===== src/rtl/code_lock_pkg.sv =====
// Shared types, default parameters and sizing helper for the code lock controller.
package code_lock_pkg;

    typedef enum logic [1:0] {
        ENTER    = 2'd0,
        UNLOCKED = 2'd1,
        FAIL     = 2'd2,
        LOCKOUT  = 2'd3
    } state_t;

    localparam int DEF_CODE_LEN       = 4;
    localparam int DEF_MAX_TRIES      = 3;
    localparam int DEF_UNLOCK_CYCLES  = 8;
    localparam int DEF_LOCKOUT_CYCLES = 16;
    localparam int DEF_TIMEOUT_CYCLES = 32;

    // Bits needed to hold the value n (never less than one bit).
    function automatic int cnt_width(input int n);
        if (n < 2) return 1;
        return $clog2(n + 1);
    endfunction

endpackage


===== src/rtl/code_lock_fsm_cycle_timer.sv =====
// Loadable down-counter; saturates at zero and flags expiry while at zero.
module cycle_timer #(
    parameter int W = 5
) (
    input  logic         clk,
    input  logic         rst_n,
    input  logic         load,
    input  logic [W-1:0] load_val,
    output logic [W-1:0] value,
    output logic         expired
);

    // Load has priority; otherwise count down and hold at zero.
    always_ff @(posedge clk or negedge rst_n) begin
        if (!rst_n) begin
            value <= '0;
        end else if (load) begin
            value <= load_val;
        end else if (value != '0) begin
            value <= value - 1'b1;
        end
    end

    assign expired = (value == '0);

endmodule


===== src/rtl/code_lock_fsm.sv =====
// Code lock sequencer: walks the key index, accumulates symbol mismatches,
// counts failed attempts and times the unlock and lockout intervals.
// Optional inter-symbol timeout enabled by defining CODE_LOCK_TIMEOUT_EN.
//
//   state    | meaning
//   ENTER    | accepting symbols, key_idx_o selects the expected symbol
//   UNLOCKED | correct code entered, unlock_o held for UNLOCK_CYCLES
//   FAIL     | one-cycle error_o pulse after a failed attempt
//   LOCKOUT  | too many failures, lockout_o held for LOCKOUT_CYCLES
module code_lock_fsm
    import code_lock_pkg::*;
#(
    parameter int CODE_LEN       = DEF_CODE_LEN,
    parameter int MAX_TRIES      = DEF_MAX_TRIES,
    parameter int UNLOCK_CYCLES  = DEF_UNLOCK_CYCLES,
    parameter int LOCKOUT_CYCLES = DEF_LOCKOUT_CYCLES,
    parameter int TIMEOUT_CYCLES = DEF_TIMEOUT_CYCLES
) (
    input  logic                           clk,
    input  logic                           rst_n,
    input  logic                           sym_valid_i,
    input  logic                           match_i,
    input  logic                           clear_i,
    output logic [$clog2(CODE_LEN)-1:0]    key_idx_o,
    output logic                           unlock_o,
    output logic                           error_o,
    output logic                           lockout_o,
    output logic [$clog2(MAX_TRIES+1)-1:0] tries_o
);

    localparam int IDX_W   = $clog2(CODE_LEN);
    localparam int TRIES_W = $clog2(MAX_TRIES + 1);
    localparam int MAX_A   = (UNLOCK_CYCLES > LOCKOUT_CYCLES) ? UNLOCK_CYCLES : LOCKOUT_CYCLES;
    localparam int MAX_CYC = (MAX_A > TIMEOUT_CYCLES) ? MAX_A : TIMEOUT_CYCLES;
    localparam int TMR_W   = cnt_width(MAX_CYC);

    localparam logic [IDX_W-1:0]   IDX_LAST     = IDX_W'(CODE_LEN - 1);
    localparam logic [TRIES_W-1:0] TRIES_MAX    = TRIES_W'(MAX_TRIES);
    localparam logic [TMR_W-1:0]   UNLOCK_LOAD  = TMR_W'(UNLOCK_CYCLES - 1);
    localparam logic [TMR_W-1:0]   LOCKOUT_LOAD = TMR_W'(LOCKOUT_CYCLES - 1);
`ifdef CODE_LOCK_TIMEOUT_EN
    localparam logic [TMR_W-1:0]   TIMEOUT_LOAD = TMR_W'(TIMEOUT_CYCLES - 1);
`endif

    state_t               state;
    logic                 mismatch;
    logic                 sym_acc;
    logic                 last_sym;
    logic                 attempt_bad;
    logic                 attempt_ok;
    logic                 attempt_fail;
    logic                 timed_out;
    logic                 go_lock;
    logic [TRIES_W-1:0]   tries_next;
    logic                 tmr_load;
    logic [TMR_W-1:0]     tmr_load_val;
    logic [TMR_W-1:0]     tmr_value_unused;
    logic                 tmr_expired;

    // Attempt outcome decode and timer load selection for the coming edge.
    always_comb begin
        sym_acc      = (state == ENTER) && sym_valid_i && !clear_i;
        last_sym     = (key_idx_o == IDX_LAST);
        attempt_bad  = mismatch | ~match_i;
        attempt_ok   = sym_acc && last_sym && !attempt_bad;
`ifdef CODE_LOCK_TIMEOUT_EN
        timed_out    = (state == ENTER) && !sym_valid_i && !clear_i &&
                       (key_idx_o != '0) && tmr_expired;
`else
        timed_out    = 1'b0;
`endif
        attempt_fail = (sym_acc && last_sym && attempt_bad) || timed_out;
        tries_next   = tries_o + 1'b1;
        go_lock      = (tries_next == TRIES_MAX);
        tmr_load     = 1'b0;
        tmr_load_val = '0;
        if (attempt_ok) begin
            tmr_load     = 1'b1;
            tmr_load_val = UNLOCK_LOAD;
        end else if (attempt_fail && go_lock) begin
            tmr_load     = 1'b1;
            tmr_load_val = LOCKOUT_LOAD;
        end
`ifdef CODE_LOCK_TIMEOUT_EN
        else if ((state == ENTER) && (sym_valid_i || clear_i)) begin
            tmr_load     = 1'b1;
            tmr_load_val = TIMEOUT_LOAD;
        end
`endif
    end

    cycle_timer #(
        .W (TMR_W)
    ) u_timer (
        .clk      (clk),
        .rst_n    (rst_n),
        .load     (tmr_load),
        .load_val (tmr_load_val),
        .value    (tmr_value_unused),
        .expired  (tmr_expired)
    );

    // Main sequencer with registered outputs.
    always_ff @(posedge clk or negedge rst_n) begin
        if (!rst_n) begin
            state     <= ENTER;
            key_idx_o <= '0;
            mismatch  <= 1'b0;
            tries_o   <= '0;
            unlock_o  <= 1'b0;
            error_o   <= 1'b0;
            lockout_o <= 1'b0;
        end else begin
            unique case (state)
                ENTER: begin
                    if (clear_i) begin
                        key_idx_o <= '0;
                        mismatch  <= 1'b0;
                    end else if (sym_acc && !last_sym) begin
                        key_idx_o <= key_idx_o + 1'b1;
                        mismatch  <= attempt_bad;
                    end else if (attempt_ok) begin
                        key_idx_o <= '0;
                        mismatch  <= 1'b0;
                        tries_o   <= '0;
                        unlock_o  <= 1'b1;
                        state     <= UNLOCKED;
                    end else if (attempt_fail) begin
                        key_idx_o <= '0;
                        mismatch  <= 1'b0;
                        tries_o   <= tries_next;
                        if (go_lock) begin
                            lockout_o <= 1'b1;
                            state     <= LOCKOUT;
                        end else begin
                            error_o <= 1'b1;
                            state   <= FAIL;
                        end
                    end
                end
                FAIL: begin
                    error_o <= 1'b0;
                    state   <= ENTER;
                end
                UNLOCKED: begin
                    if (tmr_expired) begin
                        unlock_o <= 1'b0;
                        state    <= ENTER;
                    end
                end
                LOCKOUT: begin
                    if (tmr_expired) begin
                        lockout_o <= 1'b0;
                        tries_o   <= '0;
                        state     <= ENTER;
                    end
                end
                default: state <= ENTER;
            endcase
        end
    end

endmodule


===== config.mk =====
export PLATFORM = sky130hd
export DESIGN_NAME = code_lock_fsm
export DESIGN_NICKNAME = d
export VERILOG_FILES = /design/src/rtl/code_lock_pkg.sv /design/src/rtl/code_lock_fsm_cycle_timer.sv /design/src/rtl/code_lock_fsm.sv
export SDC_FILE = /design/constraint.sdc
export NUM_CORES = 1
export LEC_CHECK = 0
export ABC_AREA = 1
export CELL_PAD_IN_SITES_DETAIL_PLACEMENT = 0
export CELL_PAD_IN_SITES_GLOBAL_PLACEMENT = 1
export CORE_ASPECT_RATIO = 0.7
export CORE_MARGIN = 2
export CORE_UTILIZATION = 38
export CTS_CLUSTER_SIZE = 24
export DETAILED_ROUTE_END_ITERATION = 8
export PLACE_DENSITY_LB_ADDON = 0.08
export SYNTH_ARGS = -nofsm -noshare
export SYNTH_HDL_FRONTEND = slang
export SYNTH_SLANG_ARGS = --single-unit

===== constraint.sdc =====
create_clock -name clk -period 1.4 [get_ports clk]
set_input_delay 0.14 -clock clk [delete_from_list [all_inputs] [get_ports clk]]
set_output_delay 0.14 -clock clk [all_outputs]
set_load 0.05 [all_outputs]

## Word-level counts from Yosys, hierarchy flattened

Index checks and enable logic that the tools add are counted.
Widths: inputs -> output; s select.

| storage, ports and cells | value |
|---|---|
| bits in registers | 16 |

| cells by class | value |
|---|---|
| $add $sub $neg | 3 |
| equality and inequality tests | 16 |
| muxes and demuxes | 43 |
| bitwise operators | 2 |
| reductions and logical operators | 25 |

Operators with widths:

| cell | count |
|---|---|
| $mux 2 | 13 |
| $mux 1 | 21 |
| $mux 6 | 3 |
| $ne 2x2->1 const B | 9 |
| $reduce_and 5->1 | 2 |
| $eq 2x2->1 const B | 4 |
| $reduce_bool 2->1 | 4 |
| $logic_and 1x1->1 | 7 |
| $reduce_and 7->1 | 1 |
| $logic_not 6->1 | 1 |
| $pmux 1 s2 | 3 |
| $pmux 2 s3 | 1 |
| $reduce_and 6->1 | 1 |
| $reduce_bool 6->1 | 1 |
| $sub 6x1->6 const B | 1 |
| $add 2x1->2 const B | 2 |
| $mux 4 | 1 |
| $pmux 2 s2 | 1 |
| $reduce_and 4->1 | 1 |
| $reduce_bool 4->1 | 1 |
| $logic_not 1->1 | 3 |
| $ne 3x3->1 const B | 1 |
| $eq 2x1->1 const B | 1 |
| $logic_not 2->1 | 1 |
| 5 further kinds | 5 |

## Longest topological paths before layout

| depth | value |
|---|---|
| depth after elaboration | 10 |
| gate-level depth with buffers | 9 |

## Cells and area by module

A second synthesis with hierarchy kept.

| unflattened totals | value |
|---|---|
| cells, all modules | 124 |
| area, all modules | 979.7 um^2 |

Modules (own cells, without submodules):

| module | instances | cells an instance | area an instance (um^2) | seq. area each (um^2) |
|---|---|---|---|---|
| code_lock_fsm | 1 | 69 | 566.8 | 250.2 |
| cycle_timer | 1 | 55 | 412.9 | 150.1 |

## Worst setup path after synthesis

Ideal clock, no wire load.

| path | value |
|---|---|
| path kind | reg-to-reg |
| start point | register key_idx_o[0] |
| end point | register lockout_o |
| arrival | 1.418 ns |
| data required time | 1.281 ns |
| setup slack | -0.137 ns |
| stages on the path, launching flop included | 9 |
| period minus slack after synthesis | 1.537 ns |
| cells stage by stage | dfrtp_1 ha_1 inv_1 nand4_1 nand2_1 nor2_1 nand3_1 nand2_1 nand2_1 |

| between the ends | value |
|---|---|
| word-level cells in the longest chain between the ends | 5 |

RTL lines:

| what | RTL line | RTL |
|---|---|---|
| from (decl) | code_lock_fsm.sv:24 | `output logic [$clog2(CODE_LEN)-1:0] key_idx_o,` |
| from (signal assigned) | code_lock_fsm.sv:120 | `key_idx_o <= key_idx_o + 1'b1;` |
| $eq 2x2->1 (*) | code_lock_fsm.sv:63 | `last_sym = (key_idx_o == IDX_LAST);` |
| $logic_and 1x1->1 or $logic_not 1->1 (tied branches) | code_lock_fsm.sv:65, code_lock_fsm.sv:72, code_lock_fsm.sv:119 |  |
| $logic_and 1x1->1, on equally long branches | code_lock_fsm.sv:72, code_lock_fsm.sv:65, code_lock_fsm.sv:119 |  |
| $ne 2x2->1 (no line) | n/a |  |
| $reduce_and 7->1 (no line) (*) | n/a |  |
| to (signal assigned) | code_lock_fsm.sv:112 | `lockout_o <= 1'b0;` |
| to (signal assigned) | code_lock_fsm.sv:133 | `lockout_o <= 1'b1;` |
| to (signal assigned) | code_lock_fsm.sv:153 | `lockout_o <= 1'b0;` |
| to (decl) | code_lock_fsm.sv:27 | `output logic lockout_o,` |

Every way passes the cells marked *; elsewhere a longest branch is shown, timed or not.
A chain may end at the register's enable or synchronous reset.

## Final worst setup path

| path | value |
|---|---|
| start point | register u_timer.value[2] |
| end point | register lockout_o |

| between the ends | value |
|---|---|
| word-level cells in the longest chain between the ends | 3 |

RTL lines:

| what | RTL line | RTL |
|---|---|---|
| from (decl) | code_lock_fsm_cycle_timer.sv:9 | `output logic [W-1:0] value,` |
| from (signal assigned) | code_lock_fsm_cycle_timer.sv:18 | `value <= load_val;` |
| from (signal assigned) | code_lock_fsm_cycle_timer.sv:20 | `value <= value - 1'b1;` |
| $logic_not 6->1 | code_lock_fsm_cycle_timer.sv:24 | `assign expired = (value == '0);` |
| $ne 2x2->1 (no line) | n/a |  |
| $reduce_and 7->1 (no line) | n/a |  |

No other way between the ends.

==> impl_metrics.ini <==
[status]
status = completed

[synth]
synth_nets = 111
synth-adder-area-share_pct = 4.50
yosys.cell_types.count = 18
ys_seq_area_share_pct = 48.0
ys_ff_latch = 16
synth_xor_area_share_pct = 5.25
yosys.area_share.simple_pct = 27.4
syn_area_um2 = 835
yosysWarnings = 0
synth_compound_area_share_pct = 8.55
muxShareOfSynthArea_pct = 0
syn_avg_cell_area_um2 = 8.10
synth_cells = 103
synth_top_family_by_area = simple AND/OR/NAND/NOR gates

[detailed_routing]
routedWlPerCell_um = 11.3
drt_drc_violations_left = 0
num_vias = 714
vias_per_cell = 4.41
drtAntennaViolNets = 0
drt_wl_total_um = 1840
dr.pass1.iters = 4
drtIter0Drc = 22

[placement]
place_ws_ns = 0.0200
hpwlAfterDp_um = 1310
globalplace.congestion = 0.740
io_buffers = 11

[floorplan]
dieArea_um2 = 2590
start_util_pct = 39.4
core_area_um2 = 2120
die_x_um = 60.0
rows = 14
die_h_um = 43.2
pin_count = 12

[timing]
drv_slew = 0
hold_violations = 0
min_period_over_period_pct = 93.7
relSlewSlack_pct = 76.1
worst_pin_slew_ns = 0.355
final-setup-viol-count = 0
fin_ws_ns = 0.0881
post-route-min-period_ns = 1.31
fin_worst_skew_ns = 0.00629
fmax_ghz = 0.762

[cts]
clkTransAtPathRegs_ns = 0.10
insertion_delay_ns = 0.28
clock_sinks = 16
cts_tree = done
cts_buffers = 3
clk_path_buf_depth = 2
hold_buffers = 0
htreeDepth = 1
cts_root_buf = clkbuf_4

[power_and_ir_drop]
vdd_drop_max_mv = 1.44
p_int_uw = 1560
switchingPower_uw = 1180
switching_share_pct = 43.2
p_seq_share_pct = 30.5
power_frac_clock_pct = 9.4
p_leak_uw = 0.000625
power.density_nw_per_um2 = 2280
pwr-share-comb_pct = 60.1

[final_layout]
drive_gt1_share_pct = 26.9
antennaDiodeCount = 0
finalCoreUtilization_pct = 56.7
nFillCells = 213
syn2layout_area_growth_pct = 43.9
nNetsFinal = 139

[grt]
grt_pass1_vias = 639
grt_overflow = 0
grt_antenna_before_repair = 0
track_usage_pct = 15.3
grt_pass1_wl_um = 2880
grt_start_max_net_pins = 17

[critical_path]
cp_cell_sequence = nor2_1 -> nand3_2 -> nand2_2 -> inv_1 -> nor2_1 -> nand3_1 -> nand2_1 -> nand2_1
cp_num_buf_inv = 1
cpLargestDelayFamily = simple AND/OR/NAND/NOR gates
cp_max_fo = 3
path_class = reg -> reg
worst_setup_path_end_kind = flip-flop
critPathRequiredTime_ns = 1.58
cp.arrival_ns = 1.49
cpMaxStageDelayCell = dfrtp_1
start_kind = flip-flop
cpPeakStageDelay_ns = 0.43

[hold_path]
worstHoldPathType = in -> async

[job]
drv_cap = 0
-- path summary, 6_finish.rpt --
kind,from,to,slack [ns],depth (start not counted)
max,u_timer.value[2],lockout_o,0.09,8
min,rst_n,key_idx_o[1],0.18,2
max reg2reg,u_timer.value[2],lockout_o,0.09,8
min reg2reg,mismatch,mismatch,0.49,2
max in group asynchronous,rst_n,key_idx_o[0],1.02,2
min in group clk,mismatch,mismatch,0.49,2
-- synthesized netlist by cell type (all sizes together) --
cell / n / area [um^2]
xor2: 2 / 17.5
nand4: 2 / 27.5
o21ai: 9 / 48.8
xnor2: 3 / 26.3
o21bai: 1 / 7.51
ha: 3 / 37.5
nor3: 1 / 5.00
dfrtp: 16 / 400
a21oi: 3 / 15.0
nand3: 4 / 20.0
inv: 14 / 52.6
nor2: 13 / 56.3
nand2: 32 / 120
-- repair_timing --
item	4_1_cts	5_1_grt
setup endpoints to repair	0	8
gates resized for setup	0	8
setup buffers	0	4
hold endpoints to repair	0	0
-- power by group through the flow --
stage / sequential, uW / combinational [uW] / clock, uW
floorplan: 1060 / 647 / 0
global placement: 848 / 1480 / 0
detailed placement: 853 / 1460 / 0
CTS: 845 / 1470 / 268
global route: 863 / 1820 / 287
finish: 836 / 1640 / 258
-- metrics by stage --
stage / hold slack [ns] / instances / power [uW] / instance area, um^2 / setup TNS (ns)
3_3_place_gp: 0.468 / 154 / 2330 / 1120 / 0
3_5_place_dp: 0.468 / 154 / 2320 / 1120 / 0
6_report: 0.183 / 162 / 2740 / 1200 / 0
5_1_grt: 0.180 / 162 / 2970 / 1200 / -0.0340
2_1_floorplan: -0.156 / 103 / 1710 / 838 / -0.00373
4_1_cts: 0.184 / 158 / 2580 / 1140 / 0
-- layout make-up --
class | count | area [um^2] | share of cell area [%]
clock buffer | 4 | 26.3 | 2.19
tap | 32 | 40.0 | 3.33
sequential | 16 | 404 | 33.6
inverter | 14 | 52.6 | 4.38
timing repair buffer | 23 | 270 | 22.5
multi-input combinational | 73 | 408 | 34.0
-- per-layer routing --
metal	up-vias	share of wire (%)	track usage [%]
met5	-	0	0
met4	0	0.71	2.67
met3	2	5.0	5.49
met2	20	40	18.5
met1	316	54	25.3
li1	376	-	-
-- cell usage in the layout, fill, tap and decap left out, types with 2 or more instances in the layout --
| cell | n |
|---|---|
| o21ai_0 | 5 |
| clkbuf_4 | 3 |
| nor2_1 | 12 |
| xor2_1 | 2 |
| xnor2_1 | 3 |
| clkdlybuf4s50_1 | 4 |
| dfrtp_1 | 13 |
| dfrtp_2 | 3 |
| buf_4 | 12 |
| nand3_1 | 3 |
| o21ai_1 | 3 |
| inv_1 | 12 |
| inv_2 | 2 |
| nand2_1 | 31 |
| buf_12 | 7 |
| a21oi_1 | 2 |
-- sequential cells by signal, indices dropped and copies added (netlist names) --
name and flops:
u_timer.value 6, key_idx_o 2, state 2, tries_o 2
error_o 1, lockout_o 1, mismatch 1, unlock_o 1
-- logic make-up after synthesis --
family | after synthesis
fa+ha+maj | 3
buf+inv | 14
flops | 16
simple gates | 52
compound gates | 13
xor+xnor | 5
Power figures use the tool's default switching activity.
